`src/rtl/seq_det_pkg.sv`:
```
// Shared types and default widths for the windowed "101" detector controller.
package seq_det_pkg;

  localparam int unsigned WIN_W_DEF = 8;
  localparam int unsigned CNT_W_DEF = 4;

  typedef enum logic [1:0] {
    ST_IDLE = 2'd0,
    ST_RUN  = 2'd1,
    ST_DONE = 2'd2
  } ctrl_state_e;

  typedef enum logic [1:0] {
    S_IDLE  = 2'd0,
    S_GOT1  = 2'd1,
    S_GOT10 = 2'd2
  } det_state_e;

endpackage

```
`src/rtl/seq_det_ctrl_if.sv`:
```
// Control/status bundle between the bit source, the window controller and status logic.
interface seq_det_ctrl_if #(
  parameter int unsigned WIN_W = seq_det_pkg::WIN_W_DEF,
  parameter int unsigned CNT_W = seq_det_pkg::CNT_W_DEF
);

  logic             start;
  logic             abort;
  logic [WIN_W-1:0] win_len;
  logic [CNT_W-1:0] thresh;
  logic             data_bit;
  logic             bit_vld;
  logic             busy;
  logic             det_en_c;
  logic [CNT_W-1:0] match_cnt;
  logic             hit;
  logic             done;

  modport master (
    output start, abort, win_len, thresh, data_bit, bit_vld,
    input  busy, det_en_c, match_cnt, hit, done
  );

  modport slave (
    input  start, abort, win_len, thresh, data_bit, bit_vld,
    output busy, det_en_c, match_cnt, hit, done
  );

endinterface

```
`src/rtl/seq_det_core.sv`:
```
// Overlapping Mealy "101" detector with enable and synchronous clear.
module seq_det_core
  import seq_det_pkg::*;
(
  input  logic clk,
  input  logic rst_n,
  input  logic en,
  input  logic clr,
  input  logic data_bit,
  output logic match_c
);

  det_state_e state;

  assign match_c = en && (state == S_GOT10) && data_bit;

  // A completed match leaves the trailing 1 as the start of the next pattern.
  always_ff @(posedge clk or negedge rst_n) begin
    if (!rst_n) begin
      state <= S_IDLE;
    end else if (clr) begin
      state <= S_IDLE;
    end else if (en) begin
      unique case (state)
        S_IDLE:  state <= data_bit ? S_GOT1 : S_IDLE;
        S_GOT1:  state <= data_bit ? S_GOT1 : S_GOT10;
        S_GOT10: state <= data_bit ? S_GOT1 : S_IDLE;
        default: state <= S_IDLE;
      endcase
    end
  end

endmodule

```
`src/rtl/seq_det_ctrl.sv`:
```
// Window controller: counts "101" matches over a programmed number of accepted bits.
// Optional SEQ_DET_CTRL_EARLY_STOP_EN ends the window as soon as the threshold is met.
module seq_det_ctrl
  import seq_det_pkg::*;
#(
  parameter int unsigned WIN_W = WIN_W_DEF,
  parameter int unsigned CNT_W = CNT_W_DEF
) (
  input  logic          clk,
  input  logic          rst_n,
  seq_det_ctrl_if.slave bus
);

  ctrl_state_e      state;
  logic [WIN_W-1:0] bit_cnt;
  logic [CNT_W-1:0] thr_q;
  logic [CNT_W-1:0] cnt_nxt_c;
  logic             match_c;
  logic             core_clr_c;
  logic             last_c;
  logic             stop_c;

  assign bus.det_en_c = (state == ST_RUN) && bus.bit_vld;
  assign core_clr_c   = ((state == ST_IDLE) && bus.start) ||
                        ((state == ST_RUN) && bus.abort);

  seq_det_core u_core (
    .clk      (clk),
    .rst_n    (rst_n),
    .en       (bus.det_en_c),
    .clr      (core_clr_c),
    .data_bit (bus.data_bit),
    .match_c  (match_c)
  );

  // Saturating increment; the counter never wraps back to zero.
  assign cnt_nxt_c = (match_c && (bus.match_cnt != '1)) ? bus.match_cnt + CNT_W'(1)
                                                        : bus.match_cnt;
  assign last_c    = (bit_cnt == WIN_W'(1));

`ifdef SEQ_DET_CTRL_EARLY_STOP_EN
  assign stop_c = (thr_q != '0) && (cnt_nxt_c >= thr_q);
`else
  assign stop_c = 1'b0;
`endif

  always_ff @(posedge clk or negedge rst_n) begin
    if (!rst_n) begin
      state         <= ST_IDLE;
      bit_cnt       <= '0;
      thr_q         <= '0;
      bus.busy      <= 1'b0;
      bus.match_cnt <= '0;
      bus.hit       <= 1'b0;
      bus.done      <= 1'b0;
    end else begin
      bus.done <= 1'b0;
      unique case (state)
        ST_IDLE: begin
          if (bus.start) begin
            if (bus.win_len == '0) begin
              state         <= ST_DONE;
              thr_q         <= bus.thresh;
              bus.match_cnt <= '0;
              bus.hit       <= (bus.thresh == '0);
              bus.done      <= 1'b1;
            end else if (!bus.abort) begin
              state         <= ST_RUN;
              bit_cnt       <= bus.win_len;
              thr_q         <= bus.thresh;
              bus.busy      <= 1'b1;
              bus.match_cnt <= '0;
              bus.hit       <= 1'b0;
            end
          end
        end
        ST_RUN: begin
          if (bus.abort) begin
            state    <= ST_IDLE;
            bus.busy <= 1'b0;
            bus.hit  <= 1'b0;
          end else if (bus.bit_vld) begin
            bus.match_cnt <= cnt_nxt_c;
            bit_cnt       <= bit_cnt - WIN_W'(1);
            // Hit is resolved on the final accepted bit so it is valid alongside done.
            if (last_c || stop_c) begin
              state    <= ST_DONE;
              bus.busy <= 1'b0;
              bus.done <= 1'b1;
              bus.hit  <= stop_c || (cnt_nxt_c >= thr_q);
            end
          end
        end
        ST_DONE: state <= ST_IDLE;
        default: state <= ST_IDLE;
      endcase
    end
  end

endmodule

```
`src/flat_wrapper.sv`:
```
// flat-port wrapper written by rule: the top's interface ports become plain ports
module seq_det_ctrl_flat import seq_det_pkg::*;
#(
  parameter int unsigned WIN_W = WIN_W_DEF,
  parameter int unsigned CNT_W = CNT_W_DEF
)
  (clk, rst_n, bus_start, bus_abort, bus_win_len, bus_thresh, bus_data_bit, bus_bit_vld, bus_busy, bus_det_en_c, bus_match_cnt, bus_hit, bus_done);
  seq_det_ctrl_if #(.WIN_W(WIN_W), .CNT_W(CNT_W)) bus_i ();
  input  logic clk;
  input  logic rst_n;
  input wire logic [$bits(bus_i.start)-1:0] bus_start;
  input wire logic [$bits(bus_i.abort)-1:0] bus_abort;
  input wire logic [$bits(bus_i.win_len)-1:0] bus_win_len;
  input wire logic [$bits(bus_i.thresh)-1:0] bus_thresh;
  input wire logic [$bits(bus_i.data_bit)-1:0] bus_data_bit;
  input wire logic [$bits(bus_i.bit_vld)-1:0] bus_bit_vld;
  output wire logic [$bits(bus_i.busy)-1:0] bus_busy;
  output wire logic [$bits(bus_i.det_en_c)-1:0] bus_det_en_c;
  output wire logic [$bits(bus_i.match_cnt)-1:0] bus_match_cnt;
  output wire logic [$bits(bus_i.hit)-1:0] bus_hit;
  output wire logic [$bits(bus_i.done)-1:0] bus_done;
  assign bus_i.start = bus_start;
  assign bus_i.abort = bus_abort;
  assign bus_i.win_len = bus_win_len;
  assign bus_i.thresh = bus_thresh;
  assign bus_i.data_bit = bus_data_bit;
  assign bus_i.bit_vld = bus_bit_vld;
  assign bus_busy = bus_i.busy;
  assign bus_det_en_c = bus_i.det_en_c;
  assign bus_match_cnt = bus_i.match_cnt;
  assign bus_hit = bus_i.hit;
  assign bus_done = bus_i.done;
  seq_det_ctrl #(.WIN_W(WIN_W), .CNT_W(CNT_W)) u_core (.clk(clk), .rst_n(rst_n), .bus(bus_i));
endmodule
```
`config.mk`:
```
export PLATFORM = sky130hd
export DESIGN_NAME = seq_det_ctrl_flat
export DESIGN_NICKNAME = d
export VERILOG_FILES = /design/src/rtl/seq_det_pkg.sv /design/src/rtl/seq_det_ctrl_if.sv /design/src/rtl/seq_det_core.sv /design/src/rtl/seq_det_ctrl.sv /design/src/flat_wrapper.sv
export SDC_FILE = /design/constraint.sdc
export NUM_CORES = 1
export LEC_CHECK = 0
export ABC_AREA = 1
export CORE_UTILIZATION = 48
export DETAILED_ROUTE_END_ITERATION = 8
export GPL_ROUTABILITY_DRIVEN = 0
export HOLD_SLACK_MARGIN = 0.15
export PLACE_DENSITY_LB_ADDON = 0.3
export SLEW_MARGIN = 0
export SYNTH_ARGS = -nofsm -noshare
export SYNTH_HDL_FRONTEND = slang
export SYNTH_SLANG_ARGS = --single-unit
```
`constraint.sdc`:
```
create_clock -name clk -period 2.1 [get_ports clk]
set_clock_uncertainty 0.15 [all_clocks]
set_input_delay 0.42 -clock clk [delete_from_list [all_inputs] [get_ports clk]]
set_output_delay 0.42 -clock clk [all_outputs]
set_load 0.005 [all_outputs]
```
### Yosys cells after proc, flatten, opt, wreduce, memory -nomap -nowiden

Index checks and enable logic that the tools add are counted.

| word-level totals | value |
|---|---|
| register bits | 23 |

| operators by class | value |
|---|---|
| $add $sub $neg | 2 |
| $lt $le $gt $ge | 1 |
| eq/ne operators | 14 |
| muxes and demuxes | 47 |
| reductions and logical operators | 20 |

Operator list:

| kind | number |
|---|---|
| 8-bit two-way mux | 5 |
| 4-bit two-way mux | 8 |
| 1-bit two-way mux | 18 |
| 2-bit two-way mux | 9 |
| 8-bit one-hot mux with 2 select lines | 1 |
| 6-bit AND reduction | 2 |
| 2-bit inequality test, second input constant | 5 |
| 5-bit AND reduction | 2 |
| 8-bit by 1-bit equality test with 1-bit output, second input constant | 1 |
| 8-bit logical NOT | 1 |
| 2-bit one-hot mux with 2 select lines | 2 |
| 4-bit one-hot mux with 2 select lines | 1 |
| 8-bit by 1-bit subtractor with 8-bit output, second input constant | 1 |
| 1-bit logical AND | 6 |
| 3-bit by 2-bit inequality test with 1-bit output, second input constant | 2 |
| 1-bit one-hot mux with 2 select lines | 3 |
| 4-bit by 1-bit adder with 4-bit output, second input constant | 1 |
| 2-bit by 1-bit equality test with 1-bit output, second input constant | 2 |
| 4-bit greater-or-equal comparator | 1 |
| 2-bit logical NOT | 2 |
| 4-bit logical NOT | 1 |
| 4-bit inequality test, second input constant | 1 |
| 4-bit AND reduction | 1 |
| 2-bit nonzero test | 2 |
| other kinds (6) | 6 |

### Logic depth before layout (Yosys ltp)

Gate-level depths: netlist of the first run.

| logic depth | value |
|---|---|
| depth in word-level cells | 11 |
| mapped depth | 18 |

### Cells and area by module

A second synthesis of the first run with hierarchy kept.

| unflattened totals | value |
|---|---|
| cell total of the unflattened synthesis | 237 |
| area, all modules | 1650.3 sq um |

Modules (own cells, without submodules):

| module | instances | cells each | area each (sq um) | sequential area each (sq um) |
|---|---|---|---|---|
| seq_det_ctrl | 1 | 220 | 1539.0 | 525.5 |
| seq_det_core | 1 | 17 | 111.4 | 50.0 |

### Least setup slack after synthesis of the first run

OpenSTA, ideal clock, no wires.

| path | value |
|---|---|
| path type | reg-to-reg |
| start | register u_core.bus.match_cnt[0] |
| end | register u_core.bus.hit |
| library setup time | 0.119 ns |
| data arrival time | 1.814 ns |
| path slack | 0.018 ns |
| stages on the path, launching flop included | 19 |
| path buffers | 0 |
| cells stage by stage | dfrtp_1 -> ha_1 -> nand2_1 -> nor2_1 -> nor2_1 -> nand2_2 -> clkinv_1 -> nand2_1 -> nand2_1 -> inv_1 -> ha_1 -> nand2_1 -> inv_1 -> nand3_1 -> nand3_1 -> nand2_1 -> nand2_1 -> nand2_1 -> nand2_1 |

| on the way | value |
|---|---|
| word-level cells in the longest chain between the ends | 8 |
| elaborated cells on any way between the ends | 9 |
| classes of those cells | add/sub: 1; order compare: 1; eq/ne: 1; mux: 5; reduce/logical: 1 |

Ends and longest elaborated chain:

| item | line | text |
|---|---|---|
| start, declared | seq_det_ctrl_if.sv:26 | `output busy, det_en_c, match_cnt, hit, done` |
| start signal, assigned | seq_det_ctrl.sv:83 | `bus.match_cnt <= cnt_nxt_c;` |
| branches (longest 2 deep; another with 4-bit by 1-bit adder with 4-bit output) | -- |  |
| 4-bit two-way mux * | seq_det_ctrl.sv:37 | `assign cnt_nxt_c = (match_c && (bus.match_cnt != '1)) ? bus.match_cnt + CNT_W'(1)` |
| 4-bit greater-or-equal comparator * | seq_det_ctrl.sv:90 | `bus.hit <= stop_c \|\| (cnt_nxt_c >= thr_q);` |
| 1-bit two-way mux * | seq_det_ctrl.sv:86 | `if (last_c \|\| stop_c) begin` |
| 1-bit two-way mux * | seq_det_ctrl.sv:82 | `end else if (bus.bit_vld) begin` |
| 1-bit two-way mux * | seq_det_ctrl.sv:78 | `if (bus.abort) begin` |
| 1-bit one-hot mux with 2 select lines * | seq_det_ctrl.sv:58 | `unique case (state)` |
| end signal, assigned | seq_det_ctrl.sv:65 | `bus.hit <= (bus.thresh == '0);` |
| end signal, assigned | seq_det_ctrl.sv:90 |  |
| end, declared | seq_det_ctrl_if.sv:26 |  |

Every way passes the cells marked *. The select of a mux whose other input is x is not followed.
A chain may end at the register's enable or synchronous reset.

### Worst setup path after layout of the first run

Ends and elaborated chain as after synthesis.

==> summary.txt, run 1 <==
Setup path
  • CP endpoint: u_core.bus.hit
  • Worst Setup Path Type: reg -> reg
  • CP most frequent cell: nand2_1
  • Reg2Reg Launch Point: u_core.bus.match_cnt[0]
  • Cells on worst reg2reg path: 17
  • Critical path origin: u_core.bus.match_cnt[0]
  • Worst EP arrival: 2.31 ns
  • WP data required: 2.21 ns
  • Reg2reg end: u_core.bus.hit
  • Slowest CP cell: dfrtp_1
  • Reg2reg setup slack: -0.09 ns
  • CP peak stage delay: 0.40 ns
  • Critical Path Sink Type: flop
  • Crit path cell chain: ha_2, nand2_1, nor2_1, nor2_1, nand2_2, nand2_1, o21ai_4, inv_2, ha_4, inv_2, o21bai_1, nand2_1, nand3_1, nand2_1, nand2_1, nand2_1, nand2_1
  • Crit-path max FO: 6
  • Startpoint types: flop

Final layout
  • Fin cells: 328
  • Area growth, synth to finish: 35.3%
  • Fraction of layout cells with a size suffix above 1: 19.4%
  • NumNets Final: 310
  • Util after Layout: 69.1%
  • Ant diodes: 0

Placed design
  • Cell total after placement: 321
  • Setup WS pre-CTS: -0.389 ns
  • PortBufs: 25
  • Final HPWL DP: 2.67 mm

Global routing
  • Vias in the first global route: 1476
  • Grt total ovfl: 0
  • Largest net degree at the start of global routing: 24
  • Initial antenna violation count: 0
  • Wire length of the first global-routing pass: 6.15 mm
  • Total GRT Usage: 23.0%

Flow run
  • Max_cap viols: 0

Timing
  • Final Slew Violations: 0
  • Crit share post-route: 104%
  • RSZ-0062 raised after global routing: true
  • Final min period: 2.19 ns
  • Final setup margin: -0.0909 ns
  • Achievable Freq: 456 MHz
  • Relative slew margins: 79.2%
  • Worst-margin pin slew: 0.308 ns
  • Final hold slack: 0.289 ns
  • Hold Vio Cnt, Final: 0
  • Endpoints failing setup: 1

Clock network
  • Worst-Skew Late Latency: 0.31 ns
  • Clk buf depth: 2
  • CTS tree: built
  • CTS buffer count: 3
  • Clk root buf: clkbuf_4
  • H-tree levels: 1
  • Worst-path clk slew: 0.14 ns
  • Clk sink count: 23

Drt
  • Initial DRC count: 72
  • Vias: 1592
  • Final Routed Wirelength: 3.65 mm
  • Final antenna-violating net count: 0
  • Drt wl/cell: 11.1 µm
  • Via density: 4.85
  • DRC: 0
  • First-pass DRT Iterations: 4

Synthesis
  • Synth Area in Simple Gates: 37.2%
  • Ranking of synthesized cells by area: dfrtp_1 (37%), nand2_1 (20%), inv_1 (6.7%), nor2_1 (6.2%), ha_1 (5.6%)
  • Ys Warns: 0
  • Unique masters post-synth: 25
  • Synth Net Count: 258
  • Synth Area in XOR/XNOR: 2.23%
  • Compound-cell area share of the yosys netlist: 8.43%
  • Syn Area/Cell: 6.75 µm²
  • Synth Area in Adders: 5.57%
  • Largest family of logic cells by synthesized area: simple AND/OR/NAND/NOR gates
  • Sequential fraction of the synthesis area: 36.6%
  • Seq cells post-synth: 23
  • Largest area contributor in the netlist: dfrtp_1
  • Multiplexer share of the synthesized area: 0.636%
  • Mapped cell area: 1570 µm²
  • Post-Synthesis Cells: 233
  • Post-synth top area share: 36.6%

Outcome
  • Failing checks: negative setup slack
  • Status: complete, but fails checks

Floorplan
  • Initial Utilization: 51.1%
  • Core Box Area: 3080 µm²
  • Die height: 59.2 µm
  • Std-Cell Rows: 20
  • DIE AREA: 3510 µm²
  • I/O pins: 26
  • Die X: 59.2 µm

Pwr
  • Leak pwr: 1.11 nW
  • Worst vdd ir: 0.000684 V
  • PwrDens: 1120 nW/µm²

Min path
  • Hold Crit Class: in -> async
-- timing repair --
item                       4_1_cts  5_1_grt
setup endpoints to repair        2        2
hold buffers                     0        0
pin swaps                        5        9
gates resized for setup          8        9
setup buffers                    2        1
-- critical path: cells and delay by family (launching register included) --
kind,cells,cell delay [ns]
compound gates,2,0.21
fa+ha+maj,2,0.45
buf+inv,2,0.10
flops,1,0.40
simple gates,11,0.84
-- how the worst min path moves through the flow --
stage | startpoint | endpoint | slack (ns) | depth (start not counted)
4_1_cts | rst_n | u_core.bus.busy | 0.31 | 2
5_1_grt | rst_n | u_core.bus.busy | 0.33 | 2
3_3_place_gp | u_core.bus.busy | u_core.bus.busy | 0.32 | 2
6_report | rst_n | u_core.bus.busy | 0.29 | 2
3_5_place_dp | u_core.bus.busy | u_core.bus.busy | 0.32 | 2
2_1_floorplan | rst_n | u_core.bit_cnt[0] | -0.03 | 0
-- layer usage --
metal | part of all wire [%] | wire (µm) | track usage (%)
met1 | 48 | 1750 | 32.7
met2 | 46 | 1690 | 36.0
met3 | 5.0 | 181 | 3.06
met4 | 0.74 | 27 | 7.48
met5 | 0 | 0 | 0
-- Yosys cell counts (all sizes together) --
cell type,number
buf,2
mux2i,1
inv,31
o21bai,1
o21ai,18
nor3,1
a211oi,1
nand4,2
ha,7
or2,1
nand3,18
xor2,2
a21oi,4
dfrtp,23
clkinv,2
nand2,86
xnor2,2
nor2,31
-- power breakdown --
part / switching [mW] / leakage (nW) / internal (mW) / total [mW]
logic: 0.811 / 0.803 / 0.609 / 1.42
registers: 0.135 / 0.297 / 0.610 / 0.745
clock network: 0.135 / 0.0150 / 0.0739 / 0.209
-- area by class of cell --
class                   instances  area [µm²]
fillers                       248         950
repair buffers                 49         432
multi-input cells             175         915
inverters                      33         125
clock buffers                   4        26.3
well taps                      44        55.1
flip-flops and latches         23         576
-- registers in the layout, indices dropped and copies added, names as in the netlist --
register,flops
u_core.bus.match_cnt,4
u_core.thr_q,4
u_core.bus.done,1
u_core.state,2
u_core.bus.hit,1
u_core.bus.busy,1
u_core.bit_cnt,8
u_core.u_core.state,2
-- cells in the final DEF (no fill, tap or decap), drive strengths merged, types with 4 or more instances in the layout --
| master | n |
|---|---|
| nor2 | 31 |
| buf | 24 |
| clkbuf | 4 |
| inv | 31 |
| nand2 | 86 |
| a21oi | 4 |
| o21ai | 18 |
| nand3 | 18 |
| ha | 7 |
| dfrtp | 23 |
| clkdlybuf4s50 | 23 |
-- cells by family after synthesis --
kind of cell | after synthesis
AOI/OAI and AO/OA | 24
xor gates and xnor gates | 4
adders and majority gates | 7
buffers and inverters | 35
DFF | 23
muxes | 1
and+or+nand+nor | 139
-- through the flow --
step | TNS (ns) | area, µm² | power (mW)
2_1_floorplan | 0 | 1570 | 1.65
3_3_place_gp | -0.438 | 2010 | 2.02
3_5_place_dp | -0.508 | 2010 | 2.04
4_1_cts | -0.0780 | 2080 | 2.31
5_1_grt | -0.310 | 2130 | 2.61
6_report | -0.0909 | 2130 | 2.37
Power figures use the tool's default switching activity.
==> run 2: changes to the inputs <==
--- a/config.mk
+++ b/config.mk
@@ -8,2 +8,3 @@
 export ABC_AREA = 1
+export CORE_ASPECT_RATIO = 1.75
 export CORE_UTILIZATION = 48
--- a/constraint.sdc
+++ b/constraint.sdc
@@ -4,2 +4,2 @@
 set_output_delay 0.42 -clock clk [all_outputs]
-set_load 0.005 [all_outputs]
+set_load 0.01 [all_outputs]
==> run 2 against run 1 <==
The run still ends with negative setup slack left. Routed wire length is 7.5% higher. Combinational power is 3% higher. Worst hold slack better by 0.062 ns. Clock power is 37% higher. Maximum frequency is 4.0% higher. Utilization is 0.069 points higher. Largest power group unchanged. Highest routed layer unchanged.
==> summary.txt, run 2 (synthesized netlist as in run 1, its figures left out) <==
Outcome
  • Status: complete, but fails checks
  • Failing checks: negative setup slack

Floorplan
  • DIE AREA: 3520 µm²
  • Std-Cell Rows: 27
  • Die X: 45.3 µm
  • Die height: 77.7 µm
  • I/O pins: 26
  • Core Box Area: 3140 µm²
  • Initial Utilization: 50.1%

Clock network
  • # hold bufs at CTS: 0
  • CTS tree: built
  • Clk buf depth: 2
  • Worst-path clk slew: 0.10 ns
  • Clk root buf: clkbuf_8
  • Clk sink count: 23
  • CTS buffer count: 3
  • H-tree levels: 1
  • Worst-Skew Late Latency: 0.28 ns

Timing
  • Endpoints failing setup: 1
  • Final hold slack: 0.351 ns
  • Final min period: 2.11 ns
  • Setup TNS: -0.00587 ns
  • Final Slew Violations: 0
  • Achievable Freq: 475 MHz
  • Relative slew margins: 79.4%
  • Worst-margin pin slew: 0.306 ns
  • RSZ-0062 raised after global routing: true
  • Final setup margin: -0.00587 ns
  • Crit share post-route: 100%
  • Hold Vio Cnt, Final: 0

Pwr
  • Sequential share of power: 30.2%
  • Comb power frac: 58.4%
  • PwrDens: 1150 nW/µm²
  • Internal: 1.36 mW
  • Sw Ratio: 45.7%
  • Psw: 1.14 mW
  • Total power: 2.50 mW
  • Clk pwr share: 11.5%
  • Leak pwr: 1.12 nW
  • Worst vdd ir: 0.000722 V

Drt
  • Final antenna-violating net count: 0
  • Vias: 1631
  • DRC: 0
  • First-pass DRT Iterations: 5
  • Drt wl/cell: 12.0 µm
  • Final Routed Wirelength: 3.93 mm
  • Via density: 5.00
  • Initial DRC count: 46

Setup path
  • CP peak stage delay: 0.43 ns
  • Worst EP arrival: 2.13 ns
  • Slowest CP cell: dfrtp_2
  • CP most frequent cell: nand2_1
  • Critical Path Sink Type: flop
  • Crit path cell chain: ha_4, nand2_2, nor2_2, nor2_2, nand2_4, inv_2, nand2_2, nand2_2, inv_2, ha_4, nand2_1, inv_2, nand2_1, nand3_1, nand2_1, nand2_1, nand2_1, nand2_1
  • Worst Setup Path Type: reg -> reg
  • Reg2reg setup slack: -0.006 ns
  • Crit-path max FO: 6
  • Startpoint types: flop
  • WP data required: 2.13 ns

Final layout
  • NumNets Final: 309
  • Area growth, synth to finish: 38.3%
  • Fraction of layout cells with a size suffix above 1: 22.3%
  • Ant diodes: 0
  • Regs by FF count: u_core.bit_cnt (8), u_core.bus.match_cnt (4), u_core.thr_q (4)
  • Fin cells: 326
  • Most common cell after layout, fill and taps aside: nand2_1
  • Most frequent cells in the layout: nand2_1 (76), nor2_1 (24), inv_1 (23), clkdlybuf4s50_1 (23)
  • Largest Register: u_core.bit_cnt
  • Number of flip-flops under the largest register name: 8

Flow run
  • Max_cap viols: 0

Placed design
  • Cell total after placement: 319
  • Final HPWL DP: 2.97 mm
  • PortBufs: 25

Global routing
  • Largest net degree at the start of global routing: 24
  • Wire length of the first global-routing pass: 6.64 mm
  • Total GRT Usage: 25.5%
  • Grt total ovfl: 0
  • Initial antenna violation count: 0
  • Vias in the first global route: 1651

Min path
  • Hold Crit Class: in -> async
## run 2: what timing repair did
action	in CTS	in global routing
pin swaps	7	13
buffers inserted	2	1
endpoints found under the setup margin	2	1
resized for setup	11	14
## run 2: power by group through the flow
stage | Combinational [mW] | Clock [mW] | Sequential (mW)
floorplan | 0.918 | 0 | 0.745
CTS | 1.42 | 0.288 | 0.755
global placement | 1.33 | 0 | 0.756
global route | 1.67 | 0.310 | 0.779
detailed placement | 1.36 | 0 | 0.762
finish | 1.46 | 0.287 | 0.756
## run 2: critical path: cells and delay by family, from the launching register on
family | cells | cell delay [ns]
AND/OR/NAND/NOR | 13 | 0.87
flip-flops | 1 | 0.43
adder cells (fa/ha/maj) | 2 | 0.39
buffers and inverters | 3 | 0.17
## run 2: routing by layer
layer  vias to the layer above  global-route usage [%]  wire length (µm)
met1                       749                    24.0              1460
met2                        44                    49.1              2270
li1                        824                       -                 -
met4                         0                    13.6               135
met3                        14                    2.09                69
met5                         -                       0                 0
## run 2: layout make-up
cell class                 count  area (µm²)
fill                         276         967
inverter                      33         124
multi-input combinational    175         941
tap                           43        53.8
timing repair buffer          48         433
clock buffer                   3        41.3
sequential                    23         577
clock inverter                 1        5.00
## run 2: final timing paths
check / from / endpoint / cells past startpoint
hold / removal: rst_n / u_core.bit_cnt[3] / 2
setup / recovery: u_core.bus.match_cnt[0] / u_core.bus.hit / 18
setup reg to reg: u_core.bus.match_cnt[0] / u_core.bus.hit / 18
max in group asynchronous: rst_n / u_core.bus.match_cnt[0] / 2
hold reg to reg: u_core.bus.busy / u_core.bus.busy / 2
min in group clk: u_core.bus.busy / u_core.bus.busy / 2
## run 2: through the flow
step                      area [µm²]  utilization [%]  worst slack (ns)
final                           2170             69.2          -0.00587
after global routing            2170             69.2            -0.166
after CTS                       2120             67.6           -0.0182
after detailed placement        2020             64.2            -0.366
after global placement          2020             64.2            -0.311
after floorplan                 1570                -           0.00263
